## config.mk

```make
export PLATFORM = sky130hd
export DESIGN_NAME = lif_array
export DESIGN_NICKNAME = d
export VERILOG_FILES = /design/src/rtl/lif_pkg.sv /design/src/rtl/lif_core.sv /design/src/rtl/lif_array.sv
export SDC_FILE = /design/constraint.sdc
export NUM_CORES = 1
export LEC_CHECK = 0
export BUFFER_PORTS_ARGS = -buffer_cell sky130_fd_sc_hd__buf_2
export CORE_ASPECT_RATIO = 2
export CORE_MARGIN = 2
export CORE_UTILIZATION = 63
export DETAILED_ROUTE_END_ITERATION = 6
export PLACE_DENSITY = 0.88
export SLEW_MARGIN = 10
export SYNTH_ARGS = -nofsm -noshare
export SYNTH_HDL_FRONTEND = slang
export SYNTH_SLANG_ARGS = --single-unit
```

## constraint.sdc

```tcl
create_clock -name clk_i -period 4.9 [get_ports clk_i]
set_input_delay 0.98 -clock clk_i [delete_from_list [all_inputs] [get_ports clk_i]]
set_output_delay 0.98 -clock clk_i [all_outputs]
set_load 0.005 [all_outputs]
```

## src/rtl/lif_pkg.sv

```systemverilog
// Shared types and helpers for the leaky integrate-and-fire neuron array.
package lif_pkg;

  // Per-channel state layout; lif_core requires its WIDTH_P and REFRACT_PRD to fit it.
  localparam int unsigned LIF_WIDTH   = 8;
  localparam int unsigned LIF_REFRACT = 3;
  localparam int unsigned LIF_REF_W   =
      ($clog2(LIF_REFRACT + 1) > 0) ? $clog2(LIF_REFRACT + 1) : 1;

  typedef struct packed {
    logic [LIF_WIDTH-1:0] v;
    logic [LIF_WIDTH-1:0] thr;
    logic [LIF_REF_W-1:0] ref_cnt;
  } lif_state_t;

  // Unsigned add of two w-bit operands, clamped to 2^w-1 using the carry out.
  function automatic logic [31:0] sat_add(input logic [31:0] a, input logic [31:0] b,
                                          input int unsigned w);
    logic [32:0] sum;
    logic [32:0] lim;
    sum = {1'b0, a} + {1'b0, b};
    lim = (33'd1 << w) - 33'd1;
    return (sum > lim) ? 32'(lim) : 32'(sum);
  endfunction

  // Number of set bits in a vector of up to 32 flags.
  function automatic int unsigned popcount(input logic [31:0] bits);
    int unsigned n;
    n = 0;
    for (int i = 0; i < 32; i++) begin
      n = n + {31'd0, bits[i]};
    end
    return n;
  endfunction

endpackage

```

## src/rtl/lif_core.sv

```systemverilog
// Single leaky integrate-and-fire neuron with adaptive threshold and refractory period.
module lif_core
  import lif_pkg::*;
#(
  parameter int unsigned WIDTH_P       = 8,
  parameter int unsigned THRESHOLD     = 64,
  parameter int unsigned THRESHOLD_INC = 4,
  parameter int unsigned THRESHOLD_DEC = 2,
  parameter int unsigned THRESHOLD_MIN = 32,
  parameter int unsigned REFRACT_PRD   = 3,
  parameter int unsigned LEAK_ACT      = 1,
  parameter int unsigned LEAK_IDLE     = 3
) (
  input  logic               clk_i,
  input  logic               rst_i,
  input  logic               tick_i,
  input  logic               en_i,
  input  logic [WIDTH_P-1:0] current_i,
  output logic               spike_o,
  output logic               spike_next_o
);

  if (WIDTH_P != LIF_WIDTH) begin : g_bad_width
    $error("lif_core: WIDTH_P must equal lif_pkg::LIF_WIDTH");
  end
  if ($clog2(REFRACT_PRD + 1) > LIF_REF_W) begin : g_bad_refract
    $error("lif_core: REFRACT_PRD does not fit lif_pkg::LIF_REF_W");
  end

  localparam logic [WIDTH_P-1:0]   ThrRst  = WIDTH_P'(THRESHOLD);
  localparam logic [WIDTH_P-1:0]   ThrMin  = WIDTH_P'(THRESHOLD_MIN);
  localparam logic [WIDTH_P-1:0]   ThrDec  = WIDTH_P'(THRESHOLD_DEC);
  localparam logic [LIF_REF_W-1:0] RefLoad = LIF_REF_W'(REFRACT_PRD);

  lif_state_t         state_q, state_d;
  logic               spike_q, spike_d;
  logic [WIDTH_P-1:0] v_act, v_idle, v_next, thr_up, thr_down;

  // Candidate values for the potential and threshold, then the per-tick state update.
  always_comb begin
    v_act  = WIDTH_P'(sat_add(32'(current_i), 32'(state_q.v >> LEAK_ACT), WIDTH_P));
    v_idle = state_q.v - (state_q.v >> LEAK_IDLE);
    v_next = (current_i != '0) ? v_act : v_idle;

    thr_up = WIDTH_P'(sat_add(32'(state_q.thr), THRESHOLD_INC, WIDTH_P));
    if (state_q.thr > ThrMin) begin
      thr_down = (32'(state_q.thr - ThrMin) > THRESHOLD_DEC) ? state_q.thr - ThrDec : ThrMin;
    end else begin
      thr_down = state_q.thr;
    end

    state_d = state_q;
    spike_d = 1'b0;
    if (tick_i && en_i) begin
      if (state_q.ref_cnt != '0) begin
        // Refractory: input ignored, threshold keeps relaxing.
        state_d.v       = '0;
        state_d.ref_cnt = state_q.ref_cnt - LIF_REF_W'(1);
        state_d.thr     = thr_down;
      end else if (v_next >= state_q.thr) begin
        spike_d         = 1'b1;
        state_d.v       = '0;
        state_d.ref_cnt = RefLoad;
        state_d.thr     = thr_up;
      end else begin
        state_d.v   = v_next;
        state_d.thr = thr_down;
      end
    end
  end

  // Neuron state and spike register with synchronous reset.
  always_ff @(posedge clk_i) begin
    if (rst_i) begin
      state_q <= '{v: '0, thr: ThrRst, ref_cnt: '0};
      spike_q <= 1'b0;
    end else begin
      state_q <= state_d;
      spike_q <= spike_d;
    end
  end

  assign spike_o      = spike_q;
  assign spike_next_o = spike_d;

endmodule

```

## src/rtl/lif_array.sv

```systemverilog
// Array of N_CH LIF neurons sharing a timestep strobe, with spike OR and saturating counter.
module lif_array
  import lif_pkg::*;
#(
  parameter int unsigned N_CH          = 4,
  parameter int unsigned WIDTH_P       = LIF_WIDTH,
  parameter int unsigned THRESHOLD     = 64,
  parameter int unsigned THRESHOLD_INC = 4,
  parameter int unsigned THRESHOLD_DEC = 2,
  parameter int unsigned THRESHOLD_MIN = 32,
  parameter int unsigned REFRACT_PRD   = LIF_REFRACT,
  parameter int unsigned LEAK_ACT      = 1,
  parameter int unsigned LEAK_IDLE     = 3,
  parameter int unsigned CNT_W         = 16
) (
  input  logic                      clk_i,
  input  logic                      rst_i,
  input  logic                      tick_i,
  input  logic [N_CH-1:0]           en_i,
  input  logic [N_CH*WIDTH_P-1:0]   current_i,
  input  logic                      cnt_clr_i,
  output logic [N_CH-1:0]           spike_o,
  output logic                      spike_any_o,
  output logic [CNT_W-1:0]          spike_cnt_o
);

  if ((THRESHOLD_MIN > THRESHOLD) || (THRESHOLD > (1 << WIDTH_P) - 1)) begin : g_bad_thr
    $error("lif_array: need THRESHOLD_MIN <= THRESHOLD <= 2^WIDTH_P-1");
  end
  if ((LEAK_ACT >= WIDTH_P) || (LEAK_IDLE >= WIDTH_P)) begin : g_bad_leak
    $error("lif_array: leak shifts must be smaller than WIDTH_P");
  end
  if ((N_CH < 1) || (N_CH > 32) || (CNT_W < 1) || (CNT_W > 32)) begin : g_bad_size
    $error("lif_array: N_CH and CNT_W must be within 1..32");
  end

  logic [N_CH-1:0]  spike_next;
  logic             spike_any_q;
  logic [CNT_W-1:0] cnt_q, cnt_d;

  for (genvar k = 0; k < N_CH; k++) begin : g_ch
    lif_core #(
      .WIDTH_P      (WIDTH_P),
      .THRESHOLD    (THRESHOLD),
      .THRESHOLD_INC(THRESHOLD_INC),
      .THRESHOLD_DEC(THRESHOLD_DEC),
      .THRESHOLD_MIN(THRESHOLD_MIN),
      .REFRACT_PRD  (REFRACT_PRD),
      .LEAK_ACT     (LEAK_ACT),
      .LEAK_IDLE    (LEAK_IDLE)
    ) u_core (
      .clk_i       (clk_i),
      .rst_i       (rst_i),
      .tick_i      (tick_i),
      .en_i        (en_i[k]),
      .current_i   (current_i[k*WIDTH_P +: WIDTH_P]),
      .spike_o     (spike_o[k]),
      .spike_next_o(spike_next[k])
    );
  end

  // Counter accumulates the spikes currently on spike_o; clear discards them.
  always_comb begin
    cnt_d = cnt_q;
    if (cnt_clr_i) begin
      cnt_d = '0;
    end else begin
      cnt_d = CNT_W'(sat_add(32'(cnt_q), popcount(32'(spike_o)), CNT_W));
    end
  end

  // OR is taken from the next-state spikes so it lines up with the registered spike_o.
  always_ff @(posedge clk_i) begin
    if (rst_i) begin
      spike_any_q <= 1'b0;
      cnt_q       <= '0;
    end else begin
      spike_any_q <= |spike_next;
      cnt_q       <= cnt_d;
    end
  end

  assign spike_any_o = spike_any_q;
  assign spike_cnt_o = cnt_q;

endmodule

```

==> results.cfg, run 1 <==
[clock_tree]
postCtsSetupBuffers = 0
post_cts_hold_buffer_count = 0
max-clock-path-buffers = 2
tritoncts = yes
numCtsBuffers = 9
clk_sink_count = 93
h_tree_levels = 3
clk_transition_reported_paths_ns = 0.07
cts_resized = 0
root_buffer = clkbuf_16
insertion_delay_ns = 0.35

[yosys]
synth_xor_area_frac = 0.0548
synth_commonest_cells = ha_1, a21oi_1, inv_1, dfxtp_1, nor2_1
compound_gate_portion_of_the_synthesized_area = 0.268
synth_sequential_area_ratio = 0.208
synth_largest_area_cell = dfxtp_1
synth_enable_flop_cells = 0
yosys_register_bits = 93
postSynthCellCount = 1147
synth_top_family_by_area = compound AO/OA/AOI/OAI gates
synth_mux_area_frac = 0.00461
simple_logic_cell_fraction_of_the_synthesized_area = 0.203
syn-mean-instance-area_sq_um = 7.81
netlist_area_sq_um = 8950
synth.yosys.warnings = 0
most_frequently_used_flop_master_after_synthesis = dfxtp_1
synth-adder-area-share = 0.199
syn_nets = 1323
yosys.area.top_type_share = 0.208
synth.most_common_cell = ha_1
asyncSetResetFlopFracSynth = 0
most_area_consuming_cells_after_synthesis = dfxtp_1, ha_1, a21oi_1
netlist-cell-type-count = 87

[timing]
hold_violations = 0
finalSetupViolCount = 0
finalWorstPathRequiredPeriod_ns = 4.32
worst_pin_slew_ns = 0.875
rsz_0062_raised_after_global_routing = no
fin_hold_ws_ns = 0.468
fmax_mhz = 231
timing.clock.skew_ns = 0.00739
setup_total_negative_slack_ns = 0
pins_over_slew_limit = 0
timing.max_slew.rel_slack = 0.415
final_min_period_over_clock_period = 0.882

[power]
power_frac_seq = 0.291
power_per_cell_area_nw_per_um2 = 342
power.net_switching_mw = 1.37
leakage_nw = 3.98
power.share.switching = 0.416
internal-power_mw = 1.93
total_power_mw = 3.30
vdd_drop_max_uv = 176
power.share.clock = 0.219
combPwrFrac = 0.490

[floorplanning]
floorplan.io_pins = 61
die-area_sq_um = 15200
die_w_um = 88.3
fp-row-count = 61
start_util = 0.645
dieHeight_um = 173
fp.coreArea_sq_um = 13900

[setup_path]
critical_path.n_buffers_inverters = 2
timing.critical_path.cells = buf_2 -> ha_1 -> o21ai_0 -> a21oi_1 -> nor4b_1 -> a21oi_1 -> o32a_1 -> nor3_1 -> nor2_1 -> ha_1 -> nand4_1 -> or2_2 -> o32ai_1 -> buf_4 -> a211oi_1 -> a21o_1 -> o31ai_1
largest_incremental_delay_on_the_critical_path_ns = 0.34
setup.worst_path.end_class = flip-flop
crit_type = in -> reg
slowest_stage = nor4b_1
start_kind = input port
critical_path_arrival_ns = 4.58
critPathRequiredTime_ns = 5.16
crit_fanout = 11
cpLargestDelayFamily = compound AO/OA/AOI/OAI gates

[placed_design]
dpl_cell_area_sq_um = 9350
portBuffers = 60
cells_after_dpl = 1360
hpwl_um = 17500
finalWeightedCongestion = 0.925

[routing]
firstDrtPassIters = 6
avgViaCountPerCell = 6.35
dr_total_vias = 8735
post_detailed_routing_wire_length_um = 22500
drt_iter0_markers = 480
drc = 0
route.antenna.remaining_nets = 0
routedWlPerCell_um = 16.4

[flow_run]
drv_cap = 0

[grt]
overflow = 0
antenna_violations_before_repair = 0
pin_count_of_the_biggest_net_entering_global_routing = 28
grt_first_pass_wirelength_um = 37300
global_route.usage.total = 0.296
grt_pass1_vias = 8746

[worst_hold_path]
min-delay-path-class = reg -> reg

[status]
run_status = finished clean

[final_layout]
final_layout_size_suffix_gt1_frac = 0.0919
layout.cells.non_filler = 1375
final_net_count = 1358
antenna_cells = 0
final_area_sq_um = 9640
layout-area-overhead-vs-synth_pct = 7.71
per-stage QoR:
step / setup slack (ns) / util
3_5_place_dp: 0.254 / 0.673
5_1_grt: 0.234 / 0.694
4_1_cts: 0.588 / 0.694
6_report: 0.578 / 0.694
2_1_floorplan: 0.765 / -
3_3_place_gp: 0.372 / 0.673
cell families (layout without fill, tap and decap cells):
family | Yosys count | after routing
xor gates and xnor gates | 56 | 56
AOI/OAI and AO/OA | 361 | 361
muxes | 4 | 4
adders and majority gates | 136 | 136
buffers and inverters | 139 | 178
and+or+nand+nor | 358 | 358
DFF | 93 | 93
layout by cell type, fill, tap and decap left out, types with 11 or more instances in the layout:
| master | netlist | layout |
|---|---|---|
| nand2b_1 | 16 | 16 |
| xnor2_1 | 46 | 46 |
| ha_1 | 125 | 125 |
| inv_1 | 96 | 96 |
| buf_2 | 8 | 60 |
| nand3_1 | 30 | 30 |
| and2_1 | 13 | 13 |
| nand4_1 | 12 | 12 |
| nand2_1 | 72 | 72 |
| a21oi_1 | 111 | 111 |
| a22oi_1 | 16 | 16 |
| nor2_1 | 86 | 86 |
| and3_1 | 12 | 12 |
| fa_1 | 11 | 11 |
| nor4_1 | 19 | 19 |
| nor2b_1 | 15 | 15 |
| nor3_1 | 38 | 38 |
| dfxtp_1 | 93 | 93 |
| a211oi_1 | 20 | 20 |
| a21o_1 | 14 | 14 |
| o21ai_0 | 76 | 76 |
| o21a_1 | 12 | 12 |
worst min-delay path: cells and delay by family (launching register included):
kind	cells	cell delay, ns
flip-flops	1	0.31
AO/OA/AOI/OAI	1	0.06
AND/OR/NAND/NOR	1	0.05
sequential cells by signal (all words and copies together), names as in the netlist:
| signal | cells |
|---|---|
| spike_cnt_o | 16 |
| g_ch.u_core.state_q | 72 |
| g_ch.u_core.spike_o | 4 |
| spike_any_o | 1 |
final cells by class:
type / instances / area [sq um]
fill: 1135 / 4250
timing repair buffer: 67 / 353
sequential: 93 / 1860
tap: 189 / 236
multi-input combinational: 915 / 6530
inverter: 96 / 360
clock buffer: 10 / 239
clock inverter: 5 / 60.1
metal layers:
layer | track usage | part of all wire
met1 | 0.282 | 0.36
met2 | 0.565 | 0.55
met3 | 0.0391 | 0.042
met4 | 0.178 | 0.054
met5 | 0 | 0
final timing paths:
| kind | slack [ns] | cells after the start | start | end |
|---|---|---|---|---|
| max | 0.58 | 17 | current_i[3] | g_ch[0].u_core.state_q[5] |
| min | 0.47 | 2 | g_ch[1].u_core.state_q[10] | g_ch[1].u_core.state_q[10] |
| max reg2reg | 0.84 | 15 | g_ch[3].u_core.state_q[11] | g_ch[3].u_core.state_q[3] |
| min reg2reg | 0.47 | 2 | g_ch[1].u_core.state_q[10] | g_ch[1].u_core.state_q[10] |
power groups by stage:
stage          clock [mW]  sequential [mW]  combinational [mW]
6_report            0.722            0.961                1.62
5_1_grt             0.754            0.971                1.81
4_1_cts             0.725            0.955                1.60
3_5_place_dp            0            0.971                1.58
3_3_place_gp            0            0.968                1.52
2_1_floorplan           0            0.919                1.27
(Power assumes the default switching activity.)
==> run 2, diff against run 1 <==
--- a/config.mk
+++ b/config.mk
@@ -7,10 +7,9 @@
 export LEC_CHECK = 0
 export BUFFER_PORTS_ARGS = -buffer_cell sky130_fd_sc_hd__buf_2
 export CORE_ASPECT_RATIO = 2
-export CORE_MARGIN = 2
-export CORE_UTILIZATION = 63
+export CORE_UTILIZATION = 30
 export DETAILED_ROUTE_END_ITERATION = 6
-export PLACE_DENSITY = 0.88
+export PLACE_DENSITY = 0.5
 export SLEW_MARGIN = 10
 export SYNTH_ARGS = -nofsm -noshare
 export SYNTH_HDL_FRONTEND = slang
==> constraint.sdc (replaced) <==
create_clock -name clk_i -period 4.9 [get_ports clk_i]
set_input_delay 0.245 -clock clk_i [delete_from_list [all_inputs] [get_ports clk_i]]
set_output_delay 0.245 -clock clk_i [all_outputs]
set_load 0.005 [all_outputs]
==> results.cfg, run 2 (synthesis results as in run 1) <==
[timing]
worst_pin_slew_ns = 0.924
rsz_0062_raised_after_global_routing = no
fmax_mhz = 240
setup_total_negative_slack_ns = 0
final_min_period_over_clock_period = 0.849
finalWorstPathRequiredPeriod_ns = 4.16
pins_over_slew_limit = 0
finalSetupViolCount = 0
timing.max_slew.rel_slack = 0.383
hold_violations = 0
timing.clock.skew_ns = 0.00859

[routing]
drc = 0
avgViaCountPerCell = 5.48
dr_total_vias = 8485
post_detailed_routing_wire_length_um = 25700
drt_iter0_markers = 440
route.antenna.remaining_nets = 0
firstDrtPassIters = 5
routedWlPerCell_um = 16.6

[setup_path]
crit_type = reg -> reg
critical_path_s_most_frequent_cell = ha_1
reg2reg_from = g_ch[3].u_core.state_q[11]
regToRegSetupSlack_ns = 0.74
worstSetupPathDepth = 15
timing.critical_path.cells = ha_1 -> inv_1 -> fa_1 -> nor2b_1 -> o31a_1 -> nor3_1 -> and3_1 -> o32ai_1 -> ha_1 -> a211oi_1 -> o21ai_0 -> a41oi_2 -> nor2_1 -> or4_1 -> a31oi_1
slowest_stage = or4_1
crit_fanout = 13
largest_incremental_delay_on_the_critical_path_ns = 0.54
r2r_end = g_ch[3].u_core.state_q[3]
worstSetupEndpoint = g_ch[3].u_core.state_q[3]
start_kind = flip-flop
ff2ff_path_depth = 15
critical_path.n_buffers_inverters = 1
critPathRequiredTime_ns = 5.19
critical_path_arrival_ns = 4.45
setup.worst_path.end_class = flip-flop
cpLargestDelayFamily = compound AO/OA/AOI/OAI gates
worst_setup_path_startpoint = g_ch[3].u_core.state_q[11]

[final_layout]
multi_input_comb_area_sq_um = 6530
nFillCells = 3216
final_area_sq_um = 9840
final_net_count = 1355
largest_register_ffs = 72
largest-register = g_ch.u_core.state_q
layout_common_cells = ha_1, a21oi_1, inv_1
final_layout_size_suffix_gt1_frac = 0.0896
seqCellArea_sq_um = 1860
final_common_cell = ha_1
layout-area-overhead-vs-synth_pct = 9.92
antenna_cells = 0

[clock_tree]
root_buffer = clkbuf_16
numCtsBuffers = 9
max-clock-path-buffers = 2
post_cts_hold_buffer_count = 0
cts_resized = 0
insertion_delay_ns = 0.36
h_tree_levels = 3
clk_sink_count = 93
postCtsSetupBuffers = 0
tritoncts = yes
clk_transition_reported_paths_ns = 0.07

[placed_design]
dpl_cell_area_sq_um = 9540
portBuffers = 60
hpwl_um = 20600
finalWeightedCongestion = 0.873

[grt]
grt_pass1_vias = 8537
pin_count_of_the_biggest_net_entering_global_routing = 55
antenna_violations_before_repair = 0
overflow = 0
global_route.usage.total = 0.174
grt_first_pass_wirelength_um = 41600

[floorplanning]
die_w_um = 124
dieHeight_um = 246
die-area_sq_um = 30600
start_util = 0.305
floorplan.io_pins = 61
fp-row-count = 89
fp.coreArea_sq_um = 29400

[power]
power_per_cell_area_nw_per_um2 = 336
leakage_nw = 3.97
vdd_drop_max_uv = 164

[flow_run]
drv_cap = 0

[status]
run_status = finished clean

[worst_hold_path]
min-delay-path-class = in -> reg
run 2: per-layer routing:
metal | part of all wire | wire length, um | global-route usage | vias up
met3 | 0.025 | 640 | 0.0201 | 58
met2 | 0.58 | 14900 | 0.359 | 139
met5 | 0 | 0 | 0 | -
met4 | 0.037 | 957 | 0.0812 | 0
li1 | - | - | - | 4254
met1 | 0.36 | 9210 | 0.160 | 4034
run 2: worst reg2reg max path, cell delays in order, from the launching register on:
cell and delay, ns:
dfxtp_1 0.42, ha_1 0.20, inv_1 0.05, fa_1 0.39
nor2b_1 0.19, o31a_1 0.26, nor3_1 0.09, and3_1 0.15
o32ai_1 0.36, ha_1 0.32, a211oi_1 0.26, o21ai_0 0.15
a41oi_2 0.28, nor2_1 0.25, or4_1 0.55, a31oi_1 0.16
run 2: worst min-delay path by stage:
stage / endpoint / slack (ns) / cells past startpoint / start
after global placement: g_ch[1].u_core.state_q[10] / 0.45 / 2 / g_ch[1].u_core.state_q[10]
after detailed placement: g_ch[1].u_core.state_q[10] / 0.45 / 2 / g_ch[1].u_core.state_q[10]
after global routing: g_ch[1].u_core.state_q[12] / 0.33 / 2 / rst_i
after floorplan: g_ch[1].u_core.state_q[10] / 0.44 / 2 / g_ch[1].u_core.state_q[10]
after CTS: g_ch[1].u_core.state_q[13] / 0.30 / 2 / rst_i
final: g_ch[0].u_core.state_q[13] / 0.31 / 2 / rst_i
run 2: per-stage QoR:
step                      utilization  cells  setup WS (ns)  hold slack, ns  power (mW)
after floorplan                     -   1147           1.43           0.436        2.19
after global placement          0.325   1532          0.743           0.445        2.58
after detailed placement        0.325   1532          0.753           0.450        2.59
after CTS                       0.335   1547          0.729           0.300        3.35
after global routing            0.335   1547          0.348           0.327        3.60
final                           0.335   1547          0.738           0.307        3.31
run 2: report_power, final:
part / switching [mW] / internal (mW) / leakage, nW
clock network: 0.328 / 0.409 / 0.148
registers: 0.126 / 0.835 / 0.757
logic: 0.940 / 0.669 / 3.07
run 2: layout make-up:
class                           instances  area share
Clock buffer                           10      0.0243
Timing Repair Buffer                   64      0.0336
Multi-Input combinational cell        915       0.664
Clock inverter                          5     0.00623
Inverter                               96      0.0366
Tap cell                              364      0.0463
Sequential cell                        93       0.189
==> run 3, diff against run 2 <==
--- a/config.mk
+++ b/config.mk
@@ -5,6 +5,7 @@
 export SDC_FILE = /design/constraint.sdc
 export NUM_CORES = 1
 export LEC_CHECK = 0
+export ABC_AREA = 1
 export BUFFER_PORTS_ARGS = -buffer_cell sky130_fd_sc_hd__buf_2
 export CORE_ASPECT_RATIO = 2
 export CORE_UTILIZATION = 30
==> constraint.sdc (replaced) <==
create_clock -name clk_i -period 4.1 [get_ports clk_i]
set_input_delay 0.205 -clock clk_i [delete_from_list [all_inputs] [get_ports clk_i]]
set_output_delay 0.205 -clock clk_i [all_outputs]
set_load 0.005 [all_outputs]
==> results.cfg, run 3 <==
[status]
run_status = finished clean

[final_layout]
final_net_count = 1711
largest_register_ffs = 72
final_common_cell = nand2_1
layout_common_cells = nand2_1, inv_1, a21oi_1
final_layout_size_suffix_gt1_frac = 0.108
layout-area-overhead-vs-synth_pct = 9.99
antenna_cells = 0
largest-register = g_ch.u_core.state_q

[yosys]
synth.most_common_cell = nand2_1
most_area_consuming_cells_after_synthesis = dfxtp_1, ha_1, nand2_1
synth.yosys.warnings = 0
synth_enable_flop_cells = 0
synth_mux_area_frac = 0
synth_commonest_cells = nand2_1, inv_1, a21oi_1, nand3_1, ha_1
syn-mean-instance-area_sq_um = 6.46
netlist_area_sq_um = 9620
synth_sequential_area_ratio = 0.194
synth_xor_area_frac = 0.0346
netlist-cell-type-count = 46
syn_nets = 1664
synth-adder-area-share = 0.186
postSynthCellCount = 1488
compound_gate_portion_of_the_synthesized_area = 0.121
synth_largest_area_cell = dfxtp_1
asyncSetResetFlopFracSynth = 0
yosys.area.top_type_share = 0.194
synth_top_family_by_area = simple AND/OR/NAND/NOR gates
most_frequently_used_flop_master_after_synthesis = dfxtp_1
yosys_register_bits = 93
simple_logic_cell_fraction_of_the_synthesized_area = 0.365

[timing]
fmax_mhz = 269
finalWorstPathRequiredPeriod_ns = 3.72
rsz_0062_raised_after_global_routing = no
timing.max_slew.rel_slack = 0.374
final_min_period_over_clock_period = 0.907
finalSetupViolCount = 0
timing.clock.skew_ns = 0.0143
hold_violations = 0
setup_total_negative_slack_ns = 0
fin_hold_ws_ns = 0.0815
worst_pin_slew_ns = 0.939
pins_over_slew_limit = 0

[routing]
post_detailed_routing_wire_length_um = 27700
routed-wl-met3_um = 556
wirelength_met1_um = 10300
detailroute.wirelength.met2_um = 15900
routedWlPerCell_um = 14.1
firstDrtPassIters = 4
route.antenna.remaining_nets = 0
dr_total_vias = 9612
avgViaCountPerCell = 4.90
drt_iter0_markers = 315
drc = 0
maxUsedRoutingLayer = met4

[setup_path]
reg2reg_from = g_ch[2].u_core.state_q[11]
worst_setup_path_startpoint = g_ch[2].u_core.state_q[11]
crit_type = reg -> reg
start_kind = flip-flop
crit_fanout = 7
setup.worst_path.end_class = flip-flop
critical_path_arrival_ns = 3.94
critPathRequiredTime_ns = 4.32

[clock_tree]
root_buffer = clkbuf_16
clk_transition_reported_paths_ns = 0.07
post_cts_hold_buffer_count = 0
cts_resized = 0
h_tree_levels = 3
clk_sink_count = 93
numCtsBuffers = 9
max-clock-path-buffers = 2
postCtsSetupBuffers = 0
insertion_delay_ns = 0.37
tritoncts = yes

[grt]
antenna_violations_before_repair = 0
pin_count_of_the_biggest_net_entering_global_routing = 42
grt_first_pass_wirelength_um = 44700
grt_pass1_vias = 9499
global_route.usage.total = 0.173
overflow = 0

[worst_hold_path]
min-delay-path-class = in -> reg
startpoint_of_the_lowest_slack_hold_path = cnt_clr_i

[power]
internal-power_mw = 1.86
combPwrFrac = 0.409
power_per_cell_area_nw_per_um2 = 303
power_frac_seq = 0.332
leakage_nw = 5.08
power.net_switching_mw = 1.34
power.share.switching = 0.420
power.share.clock = 0.260
vdd_drop_max_uv = 190

[floorplanning]
dieHeight_um = 255
fp-row-count = 92
die-area_sq_um = 32800
fp.coreArea_sq_um = 31500
start_util = 0.305
die_w_um = 129
floorplan.io_pins = 61

[placed_design]
portBuffers = 60
finalWeightedCongestion = 0.862
hpwl_um = 22500

[flow_run]
drv_cap = 0
run 3: changes by cell type after synthesis, moves of 17 or more:
cell / before / now
nand3_1: 30 / 133
xnor2_1: 46 / 17
a21oi_1: 111 / 153
nor2_1: 86 / 114
nand2_1: 72 / 373
or2_2: 3 / 20
inv_1: 96 / 192
nor3_1: 38 / 7
o21ai_0: 76 / 31
a211oi_1: 20 / 2
nand4_1: 12 / 65
nor4_1: 19 / 0
run 3: final cells by class:
cell class	count	area, sq um
Inverter	210	800
Clock inverter	6	46.3
Tap cell	423	529
Timing Repair Buffer	62	315
Multi-Input combinational cell	1159	6800
Sequential cell	93	1860
Fill cell	3571	21000
Clock buffer	10	229
run 3: path summary, 6_finish.rpt:
check / slack (ns) / endpoint / depth (start not counted)
max: 0.38 / spike_any_o / 21
min: 0.08 / spike_cnt_o[9] / 4
max reg2reg: 0.38 / spike_any_o / 21
min reg2reg: 0.46 / g_ch[1].u_core.state_q[1] / 2
run 3: kinds of logic after synthesis:
| kind of cell | after synthesis |
|---|---|
| AOI/OAI and AO/OA | 217 |
| xor gates and xnor gates | 38 |
| adders and majority gates | 136 |
| buffers and inverters | 236 |
| DFF | 93 |
| and+or+nand+nor | 768 |
run 3: worst max-delay path, stage by stage (launching register included):
cell and delay [ns]:
dfxtp_1 0.44, ha_1 0.24, inv_1 0.07, fa_1 0.42, o21ai_2 0.24, nand2_1 0.08
nand3_1 0.16, inv_2 0.11, a21oi_1 0.27, ha_1 0.31, inv_1 0.06, nor2_1 0.03
o21ai_0 0.14, nand2_1 0.08, nand2_1 0.08, nand3_2 0.15, nand2_2 0.19, inv_2 0.09
nand2_1 0.18, nand2_1 0.10, nor2_1 0.09, nor2_1 0.04
run 3: stage by stage:
step           cells  utilization  cell area (sq um)  power, mW  setup WS, ns
6_report        1963        0.335              10600       3.20         0.380
5_1_grt         1963        0.335              10600       3.48        0.0147
4_1_cts         1963        0.335              10600       3.25         0.337
3_5_place_dp    1947        0.327              10300       2.40         0.372
3_3_place_gp    1947        0.327              10300       2.39         0.387
2_1_floorplan   1488            -               9620       2.07          1.18
run 3: routing by layer:
metal,vias to the layer above,GRT usage
met4,0,0.0797
met1,4435,0.156
met2,140,0.368
li1,4985,-
met3,52,0.0199
met5,-,0
run 3: power groups by stage:
stage          Clock (mW)  Combinational [mW]  Sequential [mW]
2_1_floorplan           0                1.03             1.03
5_1_grt             0.893                1.52             1.07
4_1_cts             0.864                1.32             1.06
6_report            0.832                1.31             1.06
3_5_place_dp            0                1.31             1.08
3_3_place_gp            0                1.30             1.08
